[src/rtl/dwt_pkg.sv]
// Shared types and constants for the horizontal DWT row-pass scheduler.
package dwt_pkg;
    localparam int DEFAULT_MAX_SIDE_SIZE = 512;
    localparam int DEFAULT_MAX_LEVELS    = 5;
    localparam int MIN_LEVEL_SIDE        = 4;

    typedef logic [$clog2(DEFAULT_MAX_SIDE_SIZE):0]  side_t;
    typedef logic [$clog2(DEFAULT_MAX_LEVELS+1)-1:0] level_t;

    typedef enum logic [1:0] {
        IDLE,
        ISSUE,
        DRAIN,
        DONE
    } sched_state_e;
endpackage

[src/rtl/dwt_horizontal_scheduler_if.sv]
// Read-request stream to the row datapath plus the monitored DWT output handshake.
interface dwt_horizontal_scheduler_if #(
    parameter int MaximumSideSize = 512
);
    localparam int RowW = $clog2(MaximumSideSize);
    localparam int ColW = RowW - 1;

    logic            req_valid;
    logic            req_ready;
    logic [RowW-1:0] req_row;
    logic [ColW-1:0] req_col;
    logic            req_eol;
    logic            dout_valid;
    logic            dout_ready;
    logic            dout_eol;

    modport master (
        output req_valid, req_row, req_col, req_eol,
        input  req_ready, dout_valid, dout_ready, dout_eol
    );

    modport slave (
        input  req_valid, req_row, req_col, req_eol,
        output req_ready, dout_valid, dout_ready, dout_eol
    );
endinterface

[src/rtl/dwt_row_credit.sv]
// Counts rows issued but not yet seen at the DWT output; gates the start of new rows.
module dwt_row_credit #(
    parameter int MaxRowsInFlight = 2
) (
    input  logic clk,
    input  logic srst,
    input  logic row_issued,
    input  logic row_completed,
    output logic credit_ok,
    output logic underflow,
    output logic row_retired
);
    localparam int CntW = $clog2(MaxRowsInFlight + 1);

    logic [CntW-1:0] in_flight_reg;
    logic [CntW-1:0] in_flight_next;

    // A completion with nothing outstanding is a protocol error and is not counted.
    assign underflow   = row_completed && (in_flight_reg == '0);
    assign row_retired = row_completed && !underflow;
    assign credit_ok   = in_flight_reg < CntW'(MaxRowsInFlight);

    always_comb begin
        in_flight_next = in_flight_reg;
        if (row_issued && !row_retired) begin
            in_flight_next = in_flight_reg + CntW'(1);
        end else if (!row_issued && row_retired) begin
            in_flight_next = in_flight_reg - CntW'(1);
        end
    end

    always_ff @(posedge clk) begin
        if (srst) begin
            in_flight_reg <= '0;
        end else begin
            in_flight_reg <= in_flight_next;
        end
    end
endmodule

[src/rtl/dwt_horizontal_scheduler.sv]
// Sequences the horizontal 9/7 DWT row pass: per level, S_L rows of S_L/2 sample pairs,
// throttled by row credit and fully drained before the next (half-size) level starts.
module dwt_horizontal_scheduler
    import dwt_pkg::*;
#(
    parameter int MaximumSideSize = 512,
    parameter int MaxLevels       = 5,
    parameter int MaxRowsInFlight = 2
) (
    input  logic                                 clk_i,
    input  logic                                 rst_i,
    input  logic                                 start_i,
    input  logic [$clog2(MaximumSideSize):0]     side_size_i,
    input  logic [$clog2(MaxLevels+1)-1:0]       levels_i,
    output logic                                 busy_o,
    output logic                                 done_o,
    output logic                                 cfg_err_o,
    output logic                                 proto_err_o,
    output logic [$clog2(MaxLevels+1)-1:0]       level_o,
    output logic [$clog2(MaximumSideSize):0]     dwt_side_size_o,
    dwt_horizontal_scheduler_if.master           bus
);
    localparam int SideW  = $clog2(MaximumSideSize) + 1;
    localparam int LevelW = $clog2(MaxLevels + 1);
    localparam int RowW   = SideW - 1;
    localparam int ColW   = SideW - 2;

    sched_state_e      state_reg, state_next;
    logic [LevelW-1:0] levels_reg;
    logic [LevelW-1:0] level_reg;
    logic [SideW-1:0]  lvl_side_reg;
    logic [RowW-1:0]   row_reg;
    logic [ColW-1:0]   col_reg;
    logic [SideW-1:0]  done_rows_reg;
    logic              cfg_err_reg;
    logic              proto_err_reg;

    logic [SideW-1:0]  side_minus1;
    logic [LevelW-1:0] levels_minus1;
    logic [SideW-1:0]  side_at_last;
    logic              cfg_valid;
    logic              start_ok;
    logic              start_rejected;
    logic              req_valid;
    logic              req_eol;
    logic              last_row;
    logic              accept;
    logic              eol_accept;
    logic              last_accept;
    logic              row_completed;
    logic              credit_ok;
    logic              underflow;
    logic              row_retired;
    logic              last_level;
    logic              level_done;
    logic              level_advance;

    // The deepest level must still be at least MIN_LEVEL_SIDE samples wide.
    assign side_minus1   = side_size_i - SideW'(1);
    assign levels_minus1 = levels_i - LevelW'(1);
    assign side_at_last  = side_size_i >> levels_minus1;
    assign cfg_valid     = ((side_size_i & side_minus1) == '0)
                        && (side_size_i >= SideW'(8))
                        && (levels_i != '0)
                        && (levels_i <= LevelW'(MaxLevels))
                        && (side_at_last >= SideW'(MIN_LEVEL_SIDE));

    assign start_ok       = (state_reg == IDLE) && start_i && cfg_valid;
    assign start_rejected = (state_reg == IDLE) && start_i && !cfg_valid;

    // Credit only gates the first pair of a row; a started row always runs to its end.
    assign req_valid   = (state_reg == ISSUE) && ((col_reg != '0) || credit_ok);
    assign req_eol     = (state_reg == ISSUE)
                      && ({2'b00, col_reg} == (lvl_side_reg >> 1) - SideW'(1));
    assign last_row    = ({1'b0, row_reg} == lvl_side_reg - SideW'(1));
    assign accept      = req_valid && bus.req_ready;
    assign eol_accept  = accept && req_eol;
    assign last_accept = eol_accept && last_row;

    assign row_completed = bus.dout_valid && bus.dout_ready && bus.dout_eol;
    assign last_level    = (level_reg == levels_reg - LevelW'(1));
    assign level_done    = (state_reg == DRAIN) && (done_rows_reg == lvl_side_reg);
    assign level_advance = level_done && !last_level;

    dwt_row_credit #(
        .MaxRowsInFlight (MaxRowsInFlight)
    ) u_row_credit (
        .clk           (clk_i),
        .srst          (rst_i),
        .row_issued    (eol_accept),
        .row_completed (row_completed),
        .credit_ok     (credit_ok),
        .underflow     (underflow),
        .row_retired   (row_retired)
    );

    always_comb begin
        state_next = state_reg;
        case (state_reg)
            IDLE:    if (start_ok) state_next = ISSUE;
            ISSUE:   if (last_accept) state_next = DRAIN;
            DRAIN:   if (level_done) state_next = last_level ? DONE : ISSUE;
            DONE:    state_next = IDLE;
            default: state_next = IDLE;
        endcase
    end

    always_ff @(posedge clk_i) begin
        if (rst_i) begin
            state_reg <= IDLE;
        end else begin
            state_reg <= state_next;
        end
    end

    always_ff @(posedge clk_i) begin
        if (rst_i) begin
            levels_reg    <= '0;
            level_reg     <= '0;
            lvl_side_reg  <= '0;
            row_reg       <= '0;
            col_reg       <= '0;
            done_rows_reg <= '0;
            cfg_err_reg   <= 1'b0;
            proto_err_reg <= 1'b0;
        end else begin
            cfg_err_reg   <= start_rejected;
            proto_err_reg <= proto_err_reg | underflow;

            if (start_ok) begin
                levels_reg   <= levels_i;
                level_reg    <= '0;
                lvl_side_reg <= side_size_i;
                row_reg      <= '0;
                col_reg      <= '0;
            end else if (accept) begin
                if (req_eol) begin
                    col_reg <= '0;
                    row_reg <= row_reg + RowW'(1);
                end else begin
                    col_reg <= col_reg + ColW'(1);
                end
            end else if (level_advance) begin
                level_reg    <= level_reg + LevelW'(1);
                lvl_side_reg <= lvl_side_reg >> 1;
                row_reg      <= '0;
                col_reg      <= '0;
            end

            if (start_ok || level_advance) begin
                done_rows_reg <= '0;
            end else if (row_retired) begin
                done_rows_reg <= done_rows_reg + SideW'(1);
            end
        end
    end

    assign busy_o          = (state_reg == ISSUE) || (state_reg == DRAIN);
    assign done_o          = (state_reg == DONE);
    assign cfg_err_o       = cfg_err_reg;
    assign proto_err_o     = proto_err_reg;
    assign level_o         = level_reg;
    assign dwt_side_size_o = lvl_side_reg;

    assign bus.req_valid = req_valid;
    assign bus.req_row   = row_reg;
    assign bus.req_col   = col_reg;
    assign bus.req_eol   = req_eol;
endmodule
[src/flat_wrapper.sv]
// flat-port wrapper written by rule: the top's interface ports become plain ports
module dwt_horizontal_scheduler_flat import dwt_pkg::*;
#(
    parameter int MaximumSideSize = 512,
    parameter int MaxLevels       = 5,
    parameter int MaxRowsInFlight = 2
)
  (clk_i, rst_i, start_i, side_size_i, levels_i, busy_o, done_o, cfg_err_o, proto_err_o, level_o, dwt_side_size_o, bus_req_valid, bus_req_row, bus_req_col, bus_req_eol, bus_req_ready, bus_dout_valid, bus_dout_ready, bus_dout_eol);
  dwt_horizontal_scheduler_if #(.MaximumSideSize(MaximumSideSize)) bus_i ();
  input  logic clk_i;
  input  logic rst_i;
  input  logic start_i;
  input  logic [$clog2(MaximumSideSize):0] side_size_i;
  input  logic [$clog2(MaxLevels+1)-1:0] levels_i;
  output logic busy_o;
  output logic done_o;
  output logic cfg_err_o;
  output logic proto_err_o;
  output logic [$clog2(MaxLevels+1)-1:0] level_o;
  output logic [$clog2(MaximumSideSize):0] dwt_side_size_o;
  output wire logic [$bits(bus_i.req_valid)-1:0] bus_req_valid;
  output wire logic [$bits(bus_i.req_row)-1:0] bus_req_row;
  output wire logic [$bits(bus_i.req_col)-1:0] bus_req_col;
  output wire logic [$bits(bus_i.req_eol)-1:0] bus_req_eol;
  input wire logic [$bits(bus_i.req_ready)-1:0] bus_req_ready;
  input wire logic [$bits(bus_i.dout_valid)-1:0] bus_dout_valid;
  input wire logic [$bits(bus_i.dout_ready)-1:0] bus_dout_ready;
  input wire logic [$bits(bus_i.dout_eol)-1:0] bus_dout_eol;
  assign bus_req_valid = bus_i.req_valid;
  assign bus_req_row = bus_i.req_row;
  assign bus_req_col = bus_i.req_col;
  assign bus_req_eol = bus_i.req_eol;
  assign bus_i.req_ready = bus_req_ready;
  assign bus_i.dout_valid = bus_dout_valid;
  assign bus_i.dout_ready = bus_dout_ready;
  assign bus_i.dout_eol = bus_dout_eol;
  dwt_horizontal_scheduler #(.MaximumSideSize(MaximumSideSize), .MaxLevels(MaxLevels), .MaxRowsInFlight(MaxRowsInFlight)) u_core (.clk_i(clk_i), .rst_i(rst_i), .start_i(start_i), .side_size_i(side_size_i), .levels_i(levels_i), .busy_o(busy_o), .done_o(done_o), .cfg_err_o(cfg_err_o), .proto_err_o(proto_err_o), .level_o(level_o), .dwt_side_size_o(dwt_side_size_o), .bus(bus_i));
endmodule
[config.mk]
export PLATFORM = sky130hd
export DESIGN_NAME = dwt_horizontal_scheduler_flat
export DESIGN_NICKNAME = d
export VERILOG_FILES = /design/src/rtl/dwt_pkg.sv /design/src/rtl/dwt_horizontal_scheduler_if.sv /design/src/rtl/dwt_row_credit.sv /design/src/rtl/dwt_horizontal_scheduler.sv /design/src/flat_wrapper.sv
export SDC_FILE = /design/constraint.sdc
export NUM_CORES = 1
export LEC_CHECK = 0
export ABC_CLOCK_PERIOD_IN_PS = 3880
export BUFFER_PORTS_ARGS = -buffer_cell sky130_fd_sc_hd__buf_4
export CAP_MARGIN = 20
export CORE_MARGIN = 10
export CORE_UTILIZATION = 25
export DETAILED_ROUTE_END_ITERATION = 12
export SLEW_MARGIN = 20
export SYNTH_ARGS = -nofsm -noshare
export SYNTH_HDL_FRONTEND = slang
export SYNTH_SLANG_ARGS = --single-unit
[constraint.sdc]
create_clock -name clk_i -period 3.88 [get_ports clk_i]
set_input_delay 0.776 -clock clk_i [delete_from_list [all_inputs] [get_ports clk_i]]
set_output_delay 0.776 -clock clk_i [all_outputs]
set_load 0.01 [all_outputs]
## Yosys cells after proc, flatten, opt, wreduce, memory -nomap -nowiden

Cells that the tools add are included.
W data, S select, Z words.

| storage, ports and cells | value |
|---|---|
| bits in registers | 49 |
| bits of input ports | 20 |
| output and inout port bits | 36 |
| word-level logic and storage cells | 99 |

| cells by class | value |
|---|---|
| $add $sub $neg | 11 |
| $lt $le $gt $ge | 4 |
| equal/unequal tests | 12 |
| shift-type cells | 1 |
| muxes and demuxes | 16 |
| bitwise operators | 3 |
| reduce and logical (&&, ||, !) cells | 42 |

Operator list:

| cell | number |
|---|---|
| $mux W10 | 3 |
| $mux W9 | 3 |
| $mux W8 | 3 |
| $logic_and A1 B1 Y1 | 20 |
| $sub A10 B1 Y10 const B | 2 |
| $mux W2 | 6 |
| $add A10 B1 Y10 const B | 1 |
| $and A10 B10 Y10 | 1 |
| $eq A10 B10 Y1 | 1 |
| $eq A8 B10 Y1 | 1 |
| $eq A9 B10 Y1 | 1 |
| $ge A10 B3 Y1 const B | 1 |
| $ge A10 B4 Y1 const B | 1 |
| $logic_not A10 Y1 | 1 |
| $ne A2 B1 Y1 const B | 5 |
| $shr A10 B3 Y10 | 1 |
| $sub A9 B1 Y10 const B | 1 |
| $add A9 B1 Y9 const B | 1 |
| $add A8 B1 Y8 const B | 1 |
| $pmux W2 S4 | 1 |
| $reduce_bool A8 Y1 | 1 |
| $reduce_and A2 Y1 | 3 |
| $reduce_bool A2 Y1 | 3 |
| $sub A3 B1 Y3 const B | 2 |
| other kinds (16) | 25 |

## Logic depth before layout (Yosys ltp)

Gate-level depths: netlist of the first run.

| logic depth | value |
|---|---|
| word-level depth | 10 |
| depth in mapped cells | 12 |
| mapped depth without buffers | 11 |

## By module

A second synthesis of the first run with hierarchy kept.

| unflattened totals | value |
|---|---|
| cells, all modules | 413 |
| area total of the unflattened synthesis | 3339.5 um^2 |

By module, submodules not included:

| module | times used | cells each | area each (um^2) | seq. area each (um^2) |
|---|---|---|---|---|
| dwt_horizontal_scheduler | 1 | 400 | 3229.3 | 940.9 |
| dwt_row_credit | 1 | 13 | 110.1 | 40.0 |

## Worst setup path before layout of the first run

Ideal clock, no wire load.

| timing | value |
|---|---|
| kind | reg2out |
| start | register u_core.lvl_side_reg[1] (netlist: u_core.dwt_side_size_o[1]) |
| end | output bus_req_eol |
| arrival time | 2.280 ns |
| data required time | 3.104 ns |
| path slack | 0.824 ns |
| stages on the path, launching flop included | 9 |
| buffers on the path | 1 |
| cell sequence | dfxtp_1 buf_2 inv_1 ha_1 nor3b_2 a211o_1 and3_1 or2_2 nor4_1 |

| on the way | value |
|---|---|
| longest elaborated chain between the ends | 3 |

Ends and longest elaborated chain:

| what | line | text |
|---|---|---|
| from (decl) | dwt_horizontal_scheduler.sv:31 | `logic [SideW-1:0] lvl_side_reg;` |
| from (signal assigned) | dwt_horizontal_scheduler.sv:133 | `lvl_side_reg <= side_size_i;` |
| from (signal assigned) | dwt_horizontal_scheduler.sv:145 | `lvl_side_reg <= lvl_side_reg >> 1;` |
| $sub A9 B1 Y10 | dwt_horizontal_scheduler.sv:74 | `&& ({2'b00, col_reg} == (lvl_side_reg >> 1) - SideW'(1));` |
| $eq A8 B10 Y1 | dwt_horizontal_scheduler.sv:74 |  |
| $logic_and A1 B1 Y1 | dwt_horizontal_scheduler.sv:74 |  |
| to (decl) | flat_wrapper.sv:24 | `output wire logic [$bits(bus_i.req_eol)-1:0] bus_req_eol;` |

No other way between the ends.

## Worst setup path after layout of the first run

| timing | value |
|---|---|
| start | register u_core.lvl_side_reg[2] (netlist: u_core.dwt_side_size_o[2]) |
| end | output bus_req_eol |

The elaborated chain is that of the path after synthesis.

==> impl_results.md, run 1 <==
* Status: finished clean
* Asr flop ratio synth at 0
* Fin. Hold Viols at 0
* Slew Limit Fails at 0
* Layout Area Growth over Synthesis at 18.90%
* Critical Path Source Type: flip-flop
* CP Cell Sequence: inv_1 -> ha_1 -> nor3b_2 -> a211o_1 -> and3_1 -> or2_2 -> nor4_1 -> buf_4
* Post-DP HPWL at 7500 um
* Synth area leaders: dfxtp_1 (28%), xor2_1 (6.8%), ha_1 (6.4%)
* DRC viols at 0
* Post-synth EDFFs at 0
* Slew margin rel. at 0.5320
* Clk pwr share at 0.427
* Core Area at 13770 um2
* Setup Crit Path Kind: flip-flop to primary output
* Final WL at 9592 um
* Syn Inst Count at 423
* Max Cap Violations at 0
* Switch Pwr at about 240 uW
* Syn Area/Cell at 8.264 um2
* Worst-path fanout max at 11
* #FFs+latches synth at 49
* Required @ worst endpoint at around 3100 ps
* Combinational power share at 0.076
* Internal power at ~780 uW
* Filler cell count at 1489
* Reg power frac at 0.497
* Switch share at 0.2387
* Max VDD drop at 134.5 uV
* Net count, final at 502
* Worst hold slack at between 400 and 500 ps
* Crit path max-delay cell type: dfxtp_1
* Vias at 3206
* Power Density at 245.3 nW/um2
* Share of cells above drive strength 1 at 0.1849
* Reg clk slew, reported paths at 70 ps
* Commonest cells post-synth: nor2_1 (55), dfxtp_1 (49), xor2_1 (27), a21oi_1 (21), nand2_1 (19)
* RSZ-0062 raised after global routing: false
* Fmax at about 0.28 GHz
* Post-Syn Area at 3496 um2
* Worst EP arrival at 2820 ps
* Die H at 138.3 um
* Die span in x at around 140 um
* First-pass GRT wire length at ~16000 um
* Post-CTS Hold Fix Bufs at 0
* Overflow after GRT at 0
* Slowest Stage Delay on Critical Path at 530 ps
* DRT Pass-1 Iters at 4
* Slew at the pin closest to its max-slew limit at approximately 700 ps
* Final setup skew at 10.54 ps
* Sequential-to-total area share from yosys stat at 0.2806
* Synth cell types at 68
* Vias per std cell at 4.971
* Antenna diodes at 0
* Share of the synthesized area in the top cell type at 0.2806
* Initial antenna violation count at 0
* # IOs at 56
* CTS sink count at 49
* DR WL/cell at 14.87 um
* Root Buffer: clkbuf_16
* H-tree depth at 2
* Initial core utilization at 0.2538
* Gr usage total at 0.09684
* Overall Power at 1.019 mW
* Top FF cell, synth: dfxtp_1
* Iteration-0 DRC Markers at between 150 and 200
* Final Setup Violations at 0
* GP Congestion at about 0.88
* Fin crit share at 0.9277
* CP Capture Type: primary output
* CTS tree: yes
* Clk Latency, worst-skew pair at 300 ps
* Count leader, synth: nor2_1
* Cts bufs inserted at 5
* Leakage dissipation at ~1.7 nW
* Antenna viol nets, final at 0
* CTS resizes at 0
* Buffers on Ports at 55
* Worst Hold Class: flip-flop to flip-flop
* Post-CTS Setup Bufs at 0
* Fin Setup TNS at 0 ps
* Warnings, synthesis at 0
* Dominant cell type by area after synthesis: dfxtp_1
* Min cycle time layout at 3600 ps
* Largest net degree at the start of global routing at 24
* Rows at 43
* Max clock buf depth at 2
* Die ar. at 19110 um2
* Syn Nets at 461
* Vias in the first global route at approximately 3100
-- kinds of logic after synthesis --
| group | after synthesis | synth area share |
|---|---|---|
| buffers and inverters | 41 | 0.05690 |
| xor gates and xnor gates | 44 | 0.1142 |
| AOI/OAI and AO/OA | 73 | 0.1414 |
| muxes | 21 | 0.06263 |
| and+or+nand+nor | 176 | 0.2770 |
| adders and majority gates | 19 | 0.06729 |
| DFF | 49 | 0.2806 |
-- power by group through the flow --
stage               Combinational, mW  Clock (mW)  Sequential, mW
detailed placement             0.0772           0           0.519
CTS                            0.0773       0.442           0.507
global route                   0.0858       0.458           0.507
finish                         0.0770       0.435           0.507
global placement               0.0748           0           0.519
floorplan                      0.0402           0           0.519
-- routing by layer --
| metal | GRT usage | share of wire | up-vias |
|---|---|---|---|
| met2 | 0.1589 | 0.46 | 71 |
| met4 | 0.02719 | 0.014 | 0 |
| met5 | 0 | 0 | - |
| met1 | 0.1210 | 0.48 | 1531 |
| li1 | - | - | 1586 |
| met3 | 0.02637 | 0.047 | 18 |
-- layout make-up --
class,instances,area (um2),share of cell area
Clock buffer,6,128.9,0.03101
Clock inverter,2,10.01,0.002408
Inverter,18,67.56,0.01626
Multi-Input combinational cell,333,2316,0.5572
Sequential cell,49,980.9,0.2360
Tap cell,180,225.2,0.05418
Timing Repair Buffer,57,427.9,0.1029
-- critical path: cells and delay by family (launching register included) --
kind                     cells  cell delay [ps]
adder cells (fa/ha/maj)      1              270
AO/OA/AOI/OAI                1              320
AND/OR/NAND/NOR              4             1070
buffers and inverters        2              330
flip-flops                   1              530
-- through the flow --
| step | worst slack (ps) | utilization | instance area (um2) | cells |
|---|---|---|---|---|
| floorplan | 823.7 | - | 3496 | 423 |
| global placement | 645.9 | 0.2917 | 4018 | 637 |
| detailed placement | 600.8 | 0.2917 | 4018 | 637 |
| CTS | 268.0 | 0.3018 | 4156 | 645 |
| global route | 99.10 | 0.3018 | 4156 | 645 |
| finish | 280.4 | 0.3018 | 4156 | 645 |
-- layout by cell type (no fill, tap or decap), types with 6 or more instances in the layout --
| cell | n |
|---|---|
| nand2_1 | 19 |
| o21ai_0 | 14 |
| a311oi_1 | 6 |
| ha_1 | 18 |
| nor4_1 | 6 |
| buf_4 | 57 |
| xnor2_1 | 16 |
| and3_1 | 10 |
| nor2_1 | 55 |
| inv_1 | 18 |
| nand2b_1 | 6 |
| mux2i_1 | 14 |
| xor2_1 | 27 |
| nand3b_1 | 7 |
| nand4_1 | 8 |
| nand3_1 | 11 |
| a21oi_1 | 21 |
| dfxtp_1 | 49 |
| nor3_1 | 12 |
| mux2_2 | 7 |
| nor2b_1 | 6 |
-- path summary, 6_finish.rpt --
check                           cells past startpoint  slack (ps)               endpoint                       from
worst max-delay path                                8         280            bus_req_eol  u_core.dwt_side_size_o[2]
worst min-delay path                                2         500     u_core.proto_err_o         u_core.proto_err_o
worst max register to register                      9         720  u_core.bus.req_row[6]  u_core.dwt_side_size_o[2]
worst min register to register                      2         500     u_core.proto_err_o         u_core.proto_err_o
(Power assumes the default switching activity.)
==> run 2, diff against run 1 <==
- BUFFER_PORTS_ARGS: -buffer_cell sky130_fd_sc_hd__buf_4 -> unset
- DONT_BUFFER_PORTS: unset -> 1
- PLACE_DENSITY: unset -> 0.36
- TNS_END_PERCENT: unset -> 50
==> impl_results.md, run 2 (synthesized netlist as in run 1, its figures left out) <==
* Final Util at 0.2796
* Required @ worst endpoint at 3100 ps
* GP Congestion at 0.8030
* Share of cells above drive strength 1 at 0.1000
* First-pass GRT wire length at 16710 um
* R2r setup slk at 850 ps
* CTS tree: yes
* Most common library cell in the layout ignoring fill and taps: nor2_1
* Slew margin rel. at 0.5263
* Switch share at 0.2292
* Antenna diodes at 0
* Root Buffer: clkbuf_16
* Antenna viol nets, final at 0
* Buffers on Ports at 0
* CTS resizes at 0
* R2R cell count at 8
* Fin crit share at 0.9112
* Layout Area Growth over Synthesis at 10.16%
* DRT Pass-1 Iters at 4
* Final WL at 10250 um
* Fin Setup TNS at 0 ps
* Hold path start: u_core.levels_reg[2]
* Final WS setup at 344.6 ps
* Vias in the first global route at 3001
* Post-DP HPWL at 7933 um
* Reg power frac at 0.472
* RSZ-0062 raised after global routing: false
* Post-CTS Hold Fix Bufs at 0
* Largest net degree at the start of global routing at 24
* Slew at the pin closest to its max-slew limit at 709.6 ps
* Setup Crit Path Kind: flip-flop to primary output
* CP Capture Type: primary output
* Fin. Hold Viols at 0
* Power Density at between 200 and 300 nW/um2
* Launching point of the worst reg2reg path: u_core.dwt_side_size_o[5]
* Clk pwr share at 0.485
* Reg2reg end: u_core.u_row_credit.in_flight_reg[1]
* Max clock buf depth at 2
* Fmax at about 0.28 GHz
* Hold Path Depth at 2
* Max VDD drop at 152.7 uV
* Post-CTS Setup Bufs at 0
* Worst Hold Class: flip-flop to flip-flop
* Die ar. at approximately 19000 um2
* Overflow after GRT at 0
* DR WL/cell at 17.08 um
* Worst EP arrival at 2760 ps
* Final Setup Violations at 0
* Status: finished clean
* H-tree depth at 2
* Reg clk slew, reported paths at 70 ps
* Worst Setup Slack post-DPL at 632.8 ps
* Critical Path Source Type: flip-flop
* Initial core utilization at 0.2538
* Vias at 2960
* Iteration-0 DRC Markers at between 150 and 200
* Net count, final at 457
* Core Area at 13770 um2
* Most frequent cells in the layout: nor2_1 (55), dfxtp_1 (49), xor2_1 (27), a21oi_1 (21), nand2_1 (19)
* Min cycle time layout at 3535 ps
* Switch Pwr at 246.5 uW
* Die H at 138.3 um
* CTS sink count at between 40 and 50
* Slew Limit Fails at 0
* Gr usage total at 0.1059
* Die span in x at 138.3 um
* Rows at 43
* DRC viols at 0
* Worst-path fanout max at 10
* Leakage dissipation at 1.442 nW
* Vias per std cell at 4.933
* Max Cap Violations at 0
* Final setup skew at 8.967 ps
* Clk Latency, worst-skew pair at 310 ps
* Internal power at 829.1 uW
* Worst Hold Path EP: u_core.levels_reg[2]
* Initial antenna violation count at 0
* Cts bufs inserted at 5
* Combinational power share at 0.043
* # IOs at 56
run 2: critical path: stages, from the launching register on:
cell     delay, ps
dfxtp_1        780
nor2_1         230
a211o_1        310
and3_1         190
or2_2          320
nor4_1         420
buf_4          200
run 2: cell type report:
class	count	area (um2)
flip-flops and latches	49	980.9
well taps	180	225.2
clock buffers	5	125.1
inverters	18	67.56
clock inverters	3	46.29
multi-input cells	333	2316
repair buffers	12	90.09
fillers	1582	9922
run 2: per-stage QoR:
step	std cells	instance area [um2]	total power [mW]	hold WS (ps)
floorplan	423	3496	0.5588	460.4
global placement	592	3680	0.5658	490.3
detailed placement	592	3680	0.5659	493.4
CTS	600	3851	1.101	512.8
global route	600	3851	1.119	519.1
finish	600	3851	1.076	504.9
run 2: worst max-delay path by stage:
stage,end,cells past startpoint,slack (ps),from
after floorplan,bus_req_eol,8,820,u_core.dwt_side_size_o[1]
after global placement,u_core.done_rows_reg[1],7,680,side_size_i[1]
after detailed placement,u_core.done_rows_reg[3],9,630,levels_i[0]
after CTS,bus_req_eol,6,330,u_core.dwt_side_size_o[5]
after global routing,bus_req_eol,8,200,u_core.dwt_side_size_o[1]
final,bus_req_eol,6,340,u_core.dwt_side_size_o[5]
run 2: power by group through the flow:
stage | Sequential [mW] | Clock, mW | Combinational [mW]
finish | 0.508 | 0.522 | 0.0458
global route | 0.508 | 0.558 | 0.0528
CTS | 0.508 | 0.546 | 0.0466
detailed placement | 0.520 | 0 | 0.0463
global placement | 0.520 | 0 | 0.0462
floorplan | 0.519 | 0 | 0.0402
run 2: per-layer routing:
layer  GRT usage  routed length, um  vias up
li1            -                  -     1500
met1      0.1330               4876     1391
met2      0.1659               4538       59
met3     0.03596                689       10
met4     0.03385                144        0
met5           0                  0        -
==> run 3, diff against run 2 <==
- CAP_MARGIN: 20 -> unset
- CORE_UTILIZATION: 25 -> 50
- PLACE_DENSITY: 0.36 -> 0.63
==> impl_results.md, run 3 (synthesized netlist as in run 1, its figures left out) <==
* Cts bufs inserted at 5
* Die H at just over 100 um
* Fin Setup TNS at 0 ps
* Layout Area Growth over Synthesis at 3.758%
* Max VDD drop at 132.0 uV
* DRT Pass-1 Iters at 4
* Min cycle time layout at 3520 ps
* GP Congestion at 0.8209
* Status: finished clean
* Leakage dissipation at 1.380 nW
* Most common library cell in the layout ignoring fill and taps: nor2_1
* Vias per std cell at about 5.8
* Most frequent cells in the layout: nor2_1 (55), dfxtp_1 (48), xor2_1 (27), a21oi_1 (21), nand2_1 (19)
* Slew at the pin closest to its max-slew limit at 712.8 ps
* Worst-path fanout max at 11
* Internal power at 710.5 uW
* Vias at 2922
* CP Capture Type: primary output
* Initial antenna violation count at 0
* Filler cell count at 671
* Slowest Stage Delay on Critical Path at 470 ps
* Share of cells above drive strength 1 at 0.08495
* Iteration-0 DRC Markers at 75
* Combinational power share at 0.049
* # IOs at 56
* Fin. Hold Viols at 0
* Initial core utilization at 0.5145
* Post-CTS Hold Fix Bufs at 0
* Worst hold slack at 512.8 ps
* Worst EP arrival at 2740 ps
* CTS sink count at 49
* Final setup skew at roughly 2.7 ps
* Clk Latency, worst-skew pair at approximately 300 ps
* Crit-path leading delay family: simple AND/OR/NAND/NOR gates
* Register area at 982.2 um2
* Setup Crit Path Kind: flip-flop to primary output
* CP Cell Sequence: inv_1 -> ha_1 -> nor3b_2 -> a211o_1 -> and3_1 -> or2_2 -> nor4_1 -> buf_4
* Max clock buf depth at 2
* Slew margin rel. at 0.5238
* Gr usage total at 0.1573
* Post-DP HPWL at 6462 um
* Fin crit share at 0.9073
* Clk pwr share at 0.390
* Largest net degree at the start of global routing at 24
* DR WL/cell at 16.49 um
* Net count, final at 450
* Switch share at 0.2146
* Multi-input gate area at 2316 um2
* Max Cap Violations at 0
* Die span in x at 103.6 um
* Buffers on Ports at 0
* Core Area at around 6800 um2
* Crit path max-delay cell type: dfxtp_2
* H-tree depth at 2
* Root Buffer: clkbuf_8
* RSZ-0062 raised after global routing: false
* Worst Hold Class: flip-flop to flip-flop
* CTS tree: yes
* Vias in the first global route at 2849
* Final Setup Violations at 0
* Fmax at ~0.28 GHz
* Slew Limit Fails at 0
* Reg clk slew, reported paths at 90 ps
* Reg power frac at 0.561
* First-pass GRT wire length at 14430 um
* Power Density at 249.4 nW/um2
* Final WL at 8377 um
* Overflow after GRT at 0
* Antenna viol nets, final at 0
* Rows at 30
* CP Buf/Inv Count at 2
* DRC viols at 0
* Switch Pwr at 194.1 uW
* Die ar. at ~11000 um2
* Antenna diodes at 0
* Critical Path Source Type: flip-flop
* Required @ worst endpoint at 3100 ps
-- run 3: cell types whose count changed in the layout (fill, tap and decap cells not counted) --
cell	previous run	this run
buf_4	12	5
clkbuf_16	5	0
clkinv_2	0	1
dfxtp_2	0	1
clkinv_4	1	0
clkbuf_8	0	5
clkinvlp_4	1	0
dfxtp_1	49	48
-- run 3: worst paths after layout --
check	start	endpoint	slack (ps)	cells after the start
setup / recovery	u_core.dwt_side_size_o[2]	bus_req_eol	360	8
hold reg to reg	u_core.levels_reg[1]	u_core.levels_reg[1]	510	2
setup reg to reg	u_core.dwt_side_size_o[2]	u_core.bus.req_row[3]	840	9
hold / removal	u_core.levels_reg[1]	u_core.levels_reg[1]	510	2
-- run 3: tightest hold or removal path, stage by stage (launching register included) --
cell and delay [ps]:
dfxtp_1 340, mux2i_1 70, nor2_1 80
-- run 3: layer usage --
layer | wire, um | GRT usage | up-vias
met3 | 549 | 0.05143 | 8
met5 | 0 | 0 | -
met2 | 4026 | 0.2617 | 56
li1 | - | - | 1480
met1 | 3704 | 0.1898 | 1378
met4 | 97 | 0.03931 | 0
-- run 3: power groups by stage --
stage,Sequential (mW),Clock (mW),Combinational (mW)
floorplan,0.519,0,0.0402
global placement,0.520,0,0.0437
detailed placement,0.520,0,0.0444
CTS,0.508,0.366,0.0445
global route,0.508,0.380,0.0504
finish,0.508,0.353,0.0442
-- run 3: through the flow --
stage / std cells / instance area [um2] / setup WS (ps) / util / total power [mW]
final: 508 / 3627 / 359.7 / 0.5339 / 0.9046
after global routing: 508 / 3627 / 168.6 / 0.5339 / 0.9384
after CTS: 508 / 3626 / 182.9 / 0.5337 / 0.9181
after detailed placement: 501 / 3522 / 536.5 / 0.5184 / 0.5640
after global placement: 501 / 3522 / 626.8 / 0.5184 / 0.5632
after floorplan: 423 / 3496 / 823.7 / - / 0.5588
-- run 3: timing repair --
action,CTS,global route
buffers inserted,0,0
setup endpoints to repair,0,1
gates resized for setup,0,1
-- run 3: layout make-up --
| class | instances | share of cell area |
|---|---|---|
| Clock buffer | 5 | 0.01897 |
| Multi-Input combinational cell | 333 | 0.6385 |
| Clock inverter | 2 | 0.009658 |
| Sequential cell | 49 | 0.2708 |
| Tap cell | 96 | 0.03311 |
| Timing Repair Buffer | 5 | 0.01035 |
| Inverter | 18 | 0.01863 |
